<file path="src/rtl/wb_burst_arbiter_if.sv">
// -----------------------------------------------------------------------------
// Bus bundles for wb_burst_arbiter.
//
// wb_req_if : requester side, N flattened Wishbone slots.
//   master modport - the cache/LSU requesters (drive *_i, receive *_o)
//   slave  modport - the arbiter
//   s_wbd_dat_i/adr_i [32*N], s_wbd_sel_i/bl_i [4*N], s_wbd_we/cyc/stb_i [N]
//   s_wbd_dat_o [32] (broadcast), s_wbd_ack_o/err_o [N]
//
// wb_mem_if : single core-side memory port towards the SoC interconnect.
//   master modport - the arbiter
//   slave  modport - the interconnect
//   m_wbd_dat_o/adr_o [32], m_wbd_sel_o [4], m_wbd_bl_o [10],
//   m_wbd_we/cyc/stb/bry_o [1], m_wbd_dat_i [32], m_wbd_ack_i [1]
// -----------------------------------------------------------------------------
interface wb_req_if #(
    parameter int N = 3
);
    logic [32*N-1:0] s_wbd_dat_i;
    logic [32*N-1:0] s_wbd_adr_i;
    logic [4*N-1:0]  s_wbd_sel_i;
    logic [4*N-1:0]  s_wbd_bl_i;
    logic [N-1:0]    s_wbd_we_i;
    logic [N-1:0]    s_wbd_cyc_i;
    logic [N-1:0]    s_wbd_stb_i;
    logic [31:0]     s_wbd_dat_o;
    logic [N-1:0]    s_wbd_ack_o;
    logic [N-1:0]    s_wbd_err_o;

    modport master (
        output s_wbd_dat_i, s_wbd_adr_i, s_wbd_sel_i, s_wbd_bl_i,
               s_wbd_we_i, s_wbd_cyc_i, s_wbd_stb_i,
        input  s_wbd_dat_o, s_wbd_ack_o, s_wbd_err_o
    );

    modport slave (
        input  s_wbd_dat_i, s_wbd_adr_i, s_wbd_sel_i, s_wbd_bl_i,
               s_wbd_we_i, s_wbd_cyc_i, s_wbd_stb_i,
        output s_wbd_dat_o, s_wbd_ack_o, s_wbd_err_o
    );
endinterface

interface wb_mem_if;
    logic [31:0] m_wbd_dat_o;
    logic [31:0] m_wbd_adr_o;
    logic [3:0]  m_wbd_sel_o;
    logic [9:0]  m_wbd_bl_o;
    logic        m_wbd_we_o;
    logic        m_wbd_cyc_o;
    logic        m_wbd_stb_o;
    logic        m_wbd_bry_o;
    logic [31:0] m_wbd_dat_i;
    logic        m_wbd_ack_i;

    modport master (
        output m_wbd_dat_o, m_wbd_adr_o, m_wbd_sel_o, m_wbd_bl_o,
               m_wbd_we_o, m_wbd_cyc_o, m_wbd_stb_o, m_wbd_bry_o,
        input  m_wbd_dat_i, m_wbd_ack_i
    );

    modport slave (
        input  m_wbd_dat_o, m_wbd_adr_o, m_wbd_sel_o, m_wbd_bl_o,
               m_wbd_we_o, m_wbd_cyc_o, m_wbd_stb_o, m_wbd_bry_o,
        output m_wbd_dat_i, m_wbd_ack_i
    );
endinterface

</file>
<file path="src/rtl/wb_burst_arbiter.sv">
// -----------------------------------------------------------------------------
// wb_burst_arbiter
//
// Round-robin arbiter sharing one Wishbone memory port among N requesters.
// The grant is registered and held for a whole burst; it is released on the
// last ack, when the owner drops cyc, or when the ack watchdog expires (the
// owner then sees a one-cycle err pulse).
//
// Ports:
//   clk      in   sole clock, rising edge
//   reset_n  in   asynchronous active-low reset
//   s_wbd    wb_req_if.slave   requester slots (muxed in, ack/err routed out)
//   m_wbd    wb_mem_if.master  shared memory port
//   grant_o  out  [N] one-hot registered grant, zero when idle
//   busy_o   out  high while a burst owns the port
// -----------------------------------------------------------------------------
module wb_burst_arbiter #(
    parameter int N              = 3,
    parameter int TIMEOUT_CYCLES = 255,
    parameter int CNT_W          = 8
) (
    input  logic          clk,
    input  logic          reset_n,
    wb_req_if.slave       s_wbd,
    wb_mem_if.master      m_wbd,
    output logic [N-1:0]  grant_o,
    output logic          busy_o
);

    localparam int             IW       = (N > 1) ? $clog2(N) : 1;
    localparam bit             WD_ON    = (TIMEOUT_CYCLES != 0);
    localparam logic [CNT_W-1:0] WD_LIMIT = CNT_W'(TIMEOUT_CYCLES);
    localparam logic [CNT_W-1:0] WD_MAX   = '1;

    typedef enum logic {
        IDLE = 1'b0,
        BUSY = 1'b1
    } state_t;

    state_t           state;
    state_t           state_nxt;
    logic [N-1:0]     grant;
    logic [IW-1:0]    last;
    logic [3:0]       beats_left;
    logic [CNT_W-1:0] wdog;
    logic [N-1:0]     err_q;

    logic [N-1:0]     req;
    logic             win_valid;
    logic [IW-1:0]    win_idx;
    logic [N-1:0]     win_oh;
    logic [3:0]       win_bl;
    logic             cur_cyc;
    logic             ack_in;
    logic             last_beat;
    logic             timeout_hit;
    logic             abort;

    assign req         = s_wbd.s_wbd_stb_i & s_wbd.s_wbd_cyc_i;
    assign ack_in      = m_wbd.m_wbd_ack_i;
    assign cur_cyc     = |(grant & s_wbd.s_wbd_cyc_i);
    assign last_beat   = (beats_left == 4'd1);
    assign timeout_hit = WD_ON && (wdog >= WD_LIMIT);
    // Timeout only fires while the owner still holds cyc and no ack arrived;
    // an abandon or a completing ack takes precedence and reports no err.
    assign abort       = (state == BUSY) && cur_cyc && !ack_in && timeout_hit;

    // Round-robin search starting one past the previous winner.
    always_comb begin
        logic [IW-1:0] cand;
        // NOTE: every variable gets a default before any conditional write,
        // otherwise the combinational block infers a latch.
        cand      = '0;
        win_valid = 1'b0;
        win_idx   = '0;
        win_oh    = '0;
        for (int k = 1; k <= N; k++) begin
            cand = IW'((int'(last) + k) % N);
            if (!win_valid && req[cand]) begin
                win_valid = 1'b1;
                win_idx   = cand;
            end
        end
        if (win_valid) begin
            win_oh[win_idx] = 1'b1;
        end
        win_bl = s_wbd.s_wbd_bl_i[4*win_idx +: 4];
    end

    // State register.
    always_ff @(posedge clk or negedge reset_n) begin
        // NOTE: sequential state uses non-blocking assignments so every
        // register samples pre-edge values regardless of process order.
        if (!reset_n) begin
            state <= IDLE;
        end else begin
            state <= state_nxt;
        end
    end

    // Next-state logic; release priority is abandon, last ack, timeout.
    always_comb begin
        state_nxt = state;
        case (state)
            IDLE: begin
                if (win_valid) begin
                    state_nxt = BUSY;
                end
            end
            BUSY: begin
                if (!cur_cyc || (ack_in && last_beat) || abort) begin
                    state_nxt = IDLE;
                end
            end
            default: state_nxt = IDLE;
        endcase
    end

    // Grant, round-robin pointer, beat counter, watchdog and err pulse.
    always_ff @(posedge clk or negedge reset_n) begin
        // NOTE: all control registers are reset; the design holds no
        // storage arrays, so nothing is left to power up undefined.
        if (!reset_n) begin
            grant      <= '0;
            last       <= IW'(N - 1);
            beats_left <= '0;
            wdog       <= '0;
            err_q      <= '0;
        end else begin
            err_q <= abort ? grant : '0;
            case (state)
                IDLE: begin
                    if (win_valid) begin
                        grant      <= win_oh;
                        last       <= win_idx;
                        beats_left <= (win_bl == 4'd0) ? 4'd1 : win_bl;
                        wdog       <= '0;
                    end
                end
                BUSY: begin
                    if (ack_in) begin
                        beats_left <= beats_left - 4'd1;
                        wdog       <= '0;
                    end else if (WD_ON && (wdog != WD_MAX)) begin
                        wdog <= wdog + CNT_W'(1);
                    end
                    if (state_nxt == IDLE) begin
                        grant <= '0;
                    end
                end
                default: grant <= '0;
            endcase
        end
    end

    // Outputs: the memory port is a grant-gated mux of the owner's inputs,
    // so an all-zero grant (idle or reset) forces every field to zero.
    always_comb begin
        busy_o             = (state == BUSY);
        grant_o            = grant;
        m_wbd.m_wbd_dat_o  = '0;
        m_wbd.m_wbd_adr_o  = '0;
        m_wbd.m_wbd_sel_o  = '0;
        m_wbd.m_wbd_bl_o   = '0;
        m_wbd.m_wbd_we_o   = 1'b0;
        m_wbd.m_wbd_cyc_o  = 1'b0;
        m_wbd.m_wbd_stb_o  = 1'b0;
        for (int i = 0; i < N; i++) begin
            if (grant[i]) begin
                m_wbd.m_wbd_dat_o = s_wbd.s_wbd_dat_i[32*i +: 32];
                m_wbd.m_wbd_adr_o = s_wbd.s_wbd_adr_i[32*i +: 32];
                m_wbd.m_wbd_sel_o = s_wbd.s_wbd_sel_i[4*i +: 4];
                m_wbd.m_wbd_bl_o  = {6'b0, s_wbd.s_wbd_bl_i[4*i +: 4]};
                m_wbd.m_wbd_we_o  = s_wbd.s_wbd_we_i[i];
                m_wbd.m_wbd_cyc_o = s_wbd.s_wbd_cyc_i[i];
                m_wbd.m_wbd_stb_o = s_wbd.s_wbd_stb_i[i];
            end
        end
        m_wbd.m_wbd_bry_o = m_wbd.m_wbd_stb_o;
        s_wbd.s_wbd_dat_o = m_wbd.m_wbd_dat_i;
        s_wbd.s_wbd_ack_o = grant & {N{ack_in}};
        s_wbd.s_wbd_err_o = err_q;
    end

endmodule

</file>
<file path="src/flat_wrapper.sv">
// flat-port wrapper written by rule: the top's interface ports become plain ports
module wb_burst_arbiter_flat 
#(
    parameter int N              = 3,
    parameter int TIMEOUT_CYCLES = 255,
    parameter int CNT_W          = 8
)
  (clk, reset_n, grant_o, busy_o, s_wbd_s_wbd_dat_i, s_wbd_s_wbd_adr_i, s_wbd_s_wbd_sel_i, s_wbd_s_wbd_bl_i, s_wbd_s_wbd_we_i, s_wbd_s_wbd_cyc_i, s_wbd_s_wbd_stb_i, s_wbd_s_wbd_dat_o, s_wbd_s_wbd_ack_o, s_wbd_s_wbd_err_o, m_wbd_m_wbd_dat_o, m_wbd_m_wbd_adr_o, m_wbd_m_wbd_sel_o, m_wbd_m_wbd_bl_o, m_wbd_m_wbd_we_o, m_wbd_m_wbd_cyc_o, m_wbd_m_wbd_stb_o, m_wbd_m_wbd_bry_o, m_wbd_m_wbd_dat_i, m_wbd_m_wbd_ack_i);
  wb_req_if #(.N(N)) s_wbd_i ();
  wb_mem_if m_wbd_i ();
  input  logic clk;
  input  logic reset_n;
  output logic [N-1:0] grant_o;
  output logic busy_o;
  input wire logic [$bits(s_wbd_i.s_wbd_dat_i)-1:0] s_wbd_s_wbd_dat_i;
  input wire logic [$bits(s_wbd_i.s_wbd_adr_i)-1:0] s_wbd_s_wbd_adr_i;
  input wire logic [$bits(s_wbd_i.s_wbd_sel_i)-1:0] s_wbd_s_wbd_sel_i;
  input wire logic [$bits(s_wbd_i.s_wbd_bl_i)-1:0] s_wbd_s_wbd_bl_i;
  input wire logic [$bits(s_wbd_i.s_wbd_we_i)-1:0] s_wbd_s_wbd_we_i;
  input wire logic [$bits(s_wbd_i.s_wbd_cyc_i)-1:0] s_wbd_s_wbd_cyc_i;
  input wire logic [$bits(s_wbd_i.s_wbd_stb_i)-1:0] s_wbd_s_wbd_stb_i;
  output wire logic [$bits(s_wbd_i.s_wbd_dat_o)-1:0] s_wbd_s_wbd_dat_o;
  output wire logic [$bits(s_wbd_i.s_wbd_ack_o)-1:0] s_wbd_s_wbd_ack_o;
  output wire logic [$bits(s_wbd_i.s_wbd_err_o)-1:0] s_wbd_s_wbd_err_o;
  output wire logic [$bits(m_wbd_i.m_wbd_dat_o)-1:0] m_wbd_m_wbd_dat_o;
  output wire logic [$bits(m_wbd_i.m_wbd_adr_o)-1:0] m_wbd_m_wbd_adr_o;
  output wire logic [$bits(m_wbd_i.m_wbd_sel_o)-1:0] m_wbd_m_wbd_sel_o;
  output wire logic [$bits(m_wbd_i.m_wbd_bl_o)-1:0] m_wbd_m_wbd_bl_o;
  output wire logic [$bits(m_wbd_i.m_wbd_we_o)-1:0] m_wbd_m_wbd_we_o;
  output wire logic [$bits(m_wbd_i.m_wbd_cyc_o)-1:0] m_wbd_m_wbd_cyc_o;
  output wire logic [$bits(m_wbd_i.m_wbd_stb_o)-1:0] m_wbd_m_wbd_stb_o;
  output wire logic [$bits(m_wbd_i.m_wbd_bry_o)-1:0] m_wbd_m_wbd_bry_o;
  input wire logic [$bits(m_wbd_i.m_wbd_dat_i)-1:0] m_wbd_m_wbd_dat_i;
  input wire logic [$bits(m_wbd_i.m_wbd_ack_i)-1:0] m_wbd_m_wbd_ack_i;
  assign s_wbd_i.s_wbd_dat_i = s_wbd_s_wbd_dat_i;
  assign s_wbd_i.s_wbd_adr_i = s_wbd_s_wbd_adr_i;
  assign s_wbd_i.s_wbd_sel_i = s_wbd_s_wbd_sel_i;
  assign s_wbd_i.s_wbd_bl_i = s_wbd_s_wbd_bl_i;
  assign s_wbd_i.s_wbd_we_i = s_wbd_s_wbd_we_i;
  assign s_wbd_i.s_wbd_cyc_i = s_wbd_s_wbd_cyc_i;
  assign s_wbd_i.s_wbd_stb_i = s_wbd_s_wbd_stb_i;
  assign s_wbd_s_wbd_dat_o = s_wbd_i.s_wbd_dat_o;
  assign s_wbd_s_wbd_ack_o = s_wbd_i.s_wbd_ack_o;
  assign s_wbd_s_wbd_err_o = s_wbd_i.s_wbd_err_o;
  assign m_wbd_m_wbd_dat_o = m_wbd_i.m_wbd_dat_o;
  assign m_wbd_m_wbd_adr_o = m_wbd_i.m_wbd_adr_o;
  assign m_wbd_m_wbd_sel_o = m_wbd_i.m_wbd_sel_o;
  assign m_wbd_m_wbd_bl_o = m_wbd_i.m_wbd_bl_o;
  assign m_wbd_m_wbd_we_o = m_wbd_i.m_wbd_we_o;
  assign m_wbd_m_wbd_cyc_o = m_wbd_i.m_wbd_cyc_o;
  assign m_wbd_m_wbd_stb_o = m_wbd_i.m_wbd_stb_o;
  assign m_wbd_m_wbd_bry_o = m_wbd_i.m_wbd_bry_o;
  assign m_wbd_i.m_wbd_dat_i = m_wbd_m_wbd_dat_i;
  assign m_wbd_i.m_wbd_ack_i = m_wbd_m_wbd_ack_i;
  wb_burst_arbiter #(.N(N), .TIMEOUT_CYCLES(TIMEOUT_CYCLES), .CNT_W(CNT_W)) u_core (.clk(clk), .reset_n(reset_n), .s_wbd(s_wbd_i), .m_wbd(m_wbd_i), .grant_o(grant_o), .busy_o(busy_o));
endmodule
</file>
<file path="config.mk">
export PLATFORM = sky130hd
export DESIGN_NAME = wb_burst_arbiter_flat
export DESIGN_NICKNAME = d
export VERILOG_FILES = /design/src/rtl/wb_burst_arbiter_if.sv /design/src/rtl/wb_burst_arbiter.sv /design/src/flat_wrapper.sv
export SDC_FILE = /design/constraint.sdc
export NUM_CORES = 1
export LEC_CHECK = 0
export ABC_AREA = 1
export ABC_CLOCK_PERIOD_IN_PS = 2000
export CAP_MARGIN = 20
export CORE_AREA = 2 2 148 150
export DETAILED_ROUTE_END_ITERATION = 10
export DIE_AREA = 0 0 150 152
export SLEW_MARGIN = 20
export SYNTH_ARGS = -nofsm -noshare
export SYNTH_HDL_FRONTEND = slang
export SYNTH_SLANG_ARGS = --single-unit
</file>
<file path="constraint.sdc">
create_clock -name clk -period 2 [get_ports clk]
set_clock_uncertainty 0.05 [all_clocks]
set_input_delay 0.4 -clock clk [delete_from_list [all_inputs] [get_ports clk]]
set_output_delay 0.4 -clock clk [all_outputs]
set_load 0.01 [all_outputs]
</file>
==> run_results.csv <==
group,metric,value,unit
power,clockPowerShare,0.044,
setup_path,cp_slowest_stage_delay,560,ps
clocking,cts_tree,"done",
setup_path,worstReg2RegStart,"u_core.last[1]",
setup_path,rrSetupSlack,-140,ps
logic_synthesis,synth_most_common_cell,"nand2_1",
clocking,root_buffer,"clkbuf_16",
logic_synthesis,syn-instance-count,505,
floorplanning,die_area,22800,um^2
setup_path,ff2ff_path_depth,14,
min_path,min-delay-start,"u_core.wdog[6]",
drt,drt-wirelength-per-cell,18.6,um
floorplanning,top_level_ports,384,
drt,postRouteWirelength,21100,um
final_layout,fin_nets,1121,
sta,drv_slew,0,
power,peakVddDrop,0.574,mV
drt,drc,0,
final_layout,regArea,532,um^2
floorplanning,core,21400,um^2
logic_synthesis,synth-seq-cells,21,
floorplanning,num_rows,54,
run_status,status,"finished with violations",
logic_synthesis,ys_seq_area_frac,0.169,
sta,finalHoldViolations,0,
drt,vias_per_cell,4.36,
sta,setup_viol,36,
drt,drtIter0Drc,243,
run,maxCapViolCount,0,
clocking,clk_pin_slew_worst_paths,60,ps
min_path,hold_path_end,"u_core.wdog[6]",
grt,grt_pass1_vias,4938,
logic_synthesis,synthFlopType,"dfrtp_1",
setup_path,worstPathMaxFanout,6,
power,power_density,1250,nW/um^2
drt,dr_total_vias,4945,
sta,rsz0062_at_grt,"true",
logic_synthesis,yosysWarnings,0,
drt,drt_pass1_iterations,4,
logic_synthesis,async_reset_ff_frac,1.00,
final_layout,drive_gt1_frac,0.370,
placed_design,place_area,6880,um^2
drt,ant_nets,0,
floorplanning,die_y,152,um
logic_synthesis,yosysTopAreaCellShare,0.181,
power,p_comb_frac,0.883,
sta,setup_ws,-143,ps
sta,finalCritPeriodShare,1.07,
setup_path,crit_type,"reg -> reg",
final_layout,finalInstanceArea,7730,um^2
logic_synthesis,synth_common_cells,"nand2_1, o21ai_0, a22oi_1, buf_4, clkbuf_1",
floorplanning,die-width,150,um
sta,max_freq,467,MHz
logic_synthesis,netlist.top_cell.by_area,"a22oi_1",
setup_path,cp.arrival,2270,ps
power,p_sw,4.59,mW
grt,grt_usage,0.166,
setup_path,r2r-end,"u_core.beats_left[0]",
clocking,clockBufferDepth,2,
min_path,min_path_type,"reg -> reg",
clocking,cts-buffers-inserted,3,
clocking,clock_latency,250,ps
final_layout,multi_input_area,2620,um^2
clocking,cts_sinks,21,
setup_path,worst-endpoint-required,2130,ps
grt,grt_start_max_net_pins,49,
grt,grt_overflow,0,
setup_path,crit_path_start_kind,"flop",
power,p_leak,3.21,nW
logic_synthesis,synth_edf_count,0,
logic_synthesis,avgSynthCellArea,6.17,um^2
grt,antenna_found_initial,2,
power,p_sw_frac,0.476,
setup_path,slowest_stage,"dfstp_2",
setup_path,path_cells,"ha_4, inv_4, buf_4, nor2_2, nand2_1, nand2_2, nand3_2, nand3_4, nand2_4, nand2_1, nand2_1, a21oi_2, nand2_1, a21oi_1",
placed_design,post-dp-hpwl,15900,um
min_path,holdPathStages,1,
final_layout,syn_to_final_growth,148,%
logic_synthesis,synth_cell_types,31,
grt,grt_first_pass_wirelength,29300,um
floorplanning,initial_utilization,0.146,
power,power_frac_seq,0.074,
run_status,violations,"negative setup slack",
placed_design,place.gp.congestion,0.812,
logic_synthesis,synth_area,3110,um^2
placed_design,port_buffers,313,
power,cellInternalPower,5.05,mW
final_layout,fillers,2229,
setup_path,crit_path_frequent_cell,"nand2_1",
setup_path,critPathCaptureType,"flop",
clocking,cts-htree-levels,1,
sta,finalCriticalPeriod,2140,ps
power,total_power,9.65,mW
logic_synthesis,netlist_top_cells_area,"a22oi_1, dfrtp_1, nand2_1",
[placed cells by master, fill, tap and decap left out, types with 4 or more instances in the layout]
cell             synthesis  routed
clkdlybuf4s50_1          0     231
nand2_1                129     124
buf_4                   39      75
a22oi_2                  0      71
o21ai_1                  3      63
buf_2                    0      52
buf_6                    0      25
inv_1                   27      23
nand3_1                 22      22
dfrtp_1                 20      18
o21ai_2                  0      16
nor2_1                  15      12
buf_12                   0      12
o21ai_0                 85       8
inv_2                    5       7
nand2_2                  4       7
a21oi_1                 13       7
conb_1                   1       6
clkbuf_16                0       6
a21oi_2                  0       5
a22oi_1                 75       4
nand3_2                  5       4
nand2_4                  2       4
ha_1                     7       4
dlymetal6s2s_1           0       4
buf_8                    0       4
[final cells by class]
class / count / share of cell area
Clock inverter: 1 / 0.000647
Clock buffer: 3 / 0.00971
Sequential cell: 21 / 0.0688
Timing Repair Buffer: 413 / 0.518
Antenna cell: 2 / 0.000647
Tap cell: 280 / 0.0453
Multi-Input combinational cell: 382 / 0.339
Inverter: 33 / 0.0170
[registers in the layout, summed over array words and instances, names as in the netlist]
register and flops:
u_core.wdog 8, u_core.grant_o 3, u_core.busy_o 1, u_core.beats_left 4, u_core.last 2, u_core.s_wbd.s_wbd_err_o 3
[timing repair]
action | in CTS | in global routing
setup buffers | 14 | 7
hold buffers | 0 | 0
endpoints found under the setup margin | 87 | 92
cloned | 7 | 3
pin swaps | 24 | 74
resized for setup | 440 | 137
[power groups by stage]
stage | clock network, mW | logic, mW | registers [mW]
floorplan | 0 | 3.17 | 0.664
global placement | 0 | 6.93 | 0.685
detailed placement | 0 | 6.96 | 0.688
CTS | 0.433 | 7.74 | 0.707
global route | 0.453 | 9.17 | 0.735
finish | 0.421 | 8.51 | 0.711
[how the worst max path moves through the flow]
stage	from	slack, ps	to
after floorplan	u_core.grant_o[1]	-70	m_wbd_m_wbd_adr_o[10]
after global placement	s_wbd_s_wbd_cyc_i[0]	-410	m_wbd_m_wbd_cyc_o
after detailed placement	s_wbd_s_wbd_cyc_i[0]	-430	m_wbd_m_wbd_cyc_o
after CTS	u_core.grant_o[1]	-130	m_wbd_m_wbd_dat_o[26]
after global routing	u_core.last[1]	-270	u_core.beats_left[0]
final	u_core.last[1]	-140	u_core.beats_left[0]
[worst max-delay path: cells and delay by family, from the launching register on]
family / cells / cell delay [ps]
AND/OR/NAND/NOR: 9 / 750
AO/OA/AOI/OAI: 2 / 330
flip-flops: 1 / 560
adder cells (fa/ha/maj): 1 / 200
buffers and inverters: 2 / 180
[routing by layer]
layer	global-route usage	wire length, um
met2	0.308	10900
met5	0	0
met4	0.0189	159
met3	0.0495	1770
met1	0.191	8340
[metrics by stage]
step	TNS (ps)	hold WS (ps)	setup WS, ps	std cells	utilization
2_1_floorplan	-1990	54.4	-66.4	510	-
3_3_place_gp	-17270	429	-414	1105	0.322
3_5_place_dp	-18280	425	-427	1105	0.322
4_1_cts	-2410	439	-127	1128	0.340
5_1_grt	-6360	462	-275	1133	0.362
6_report	-1580	433	-143	1135	0.362
[cell families (layout without fill, tap and decap cells)]
| kind of cell | after synthesis | in the layout | synth area share |
|---|---|---|---|
| AOI/OAI and AO/OA | 181 | 181 | 0.355 |
| xor gates and xnor gates | 2 | 2 | 0.00563 |
| adders and majority gates | 7 | 7 | 0.0281 |
| buffers and inverters | 107 | 450 | 0.177 |
| DFF | 21 | 21 | 0.169 |
| other | 1 | 8 | 0.00120 |
| and+or+nand+nor | 186 | 186 | 0.264 |
(Power assumes the default switching activity.)
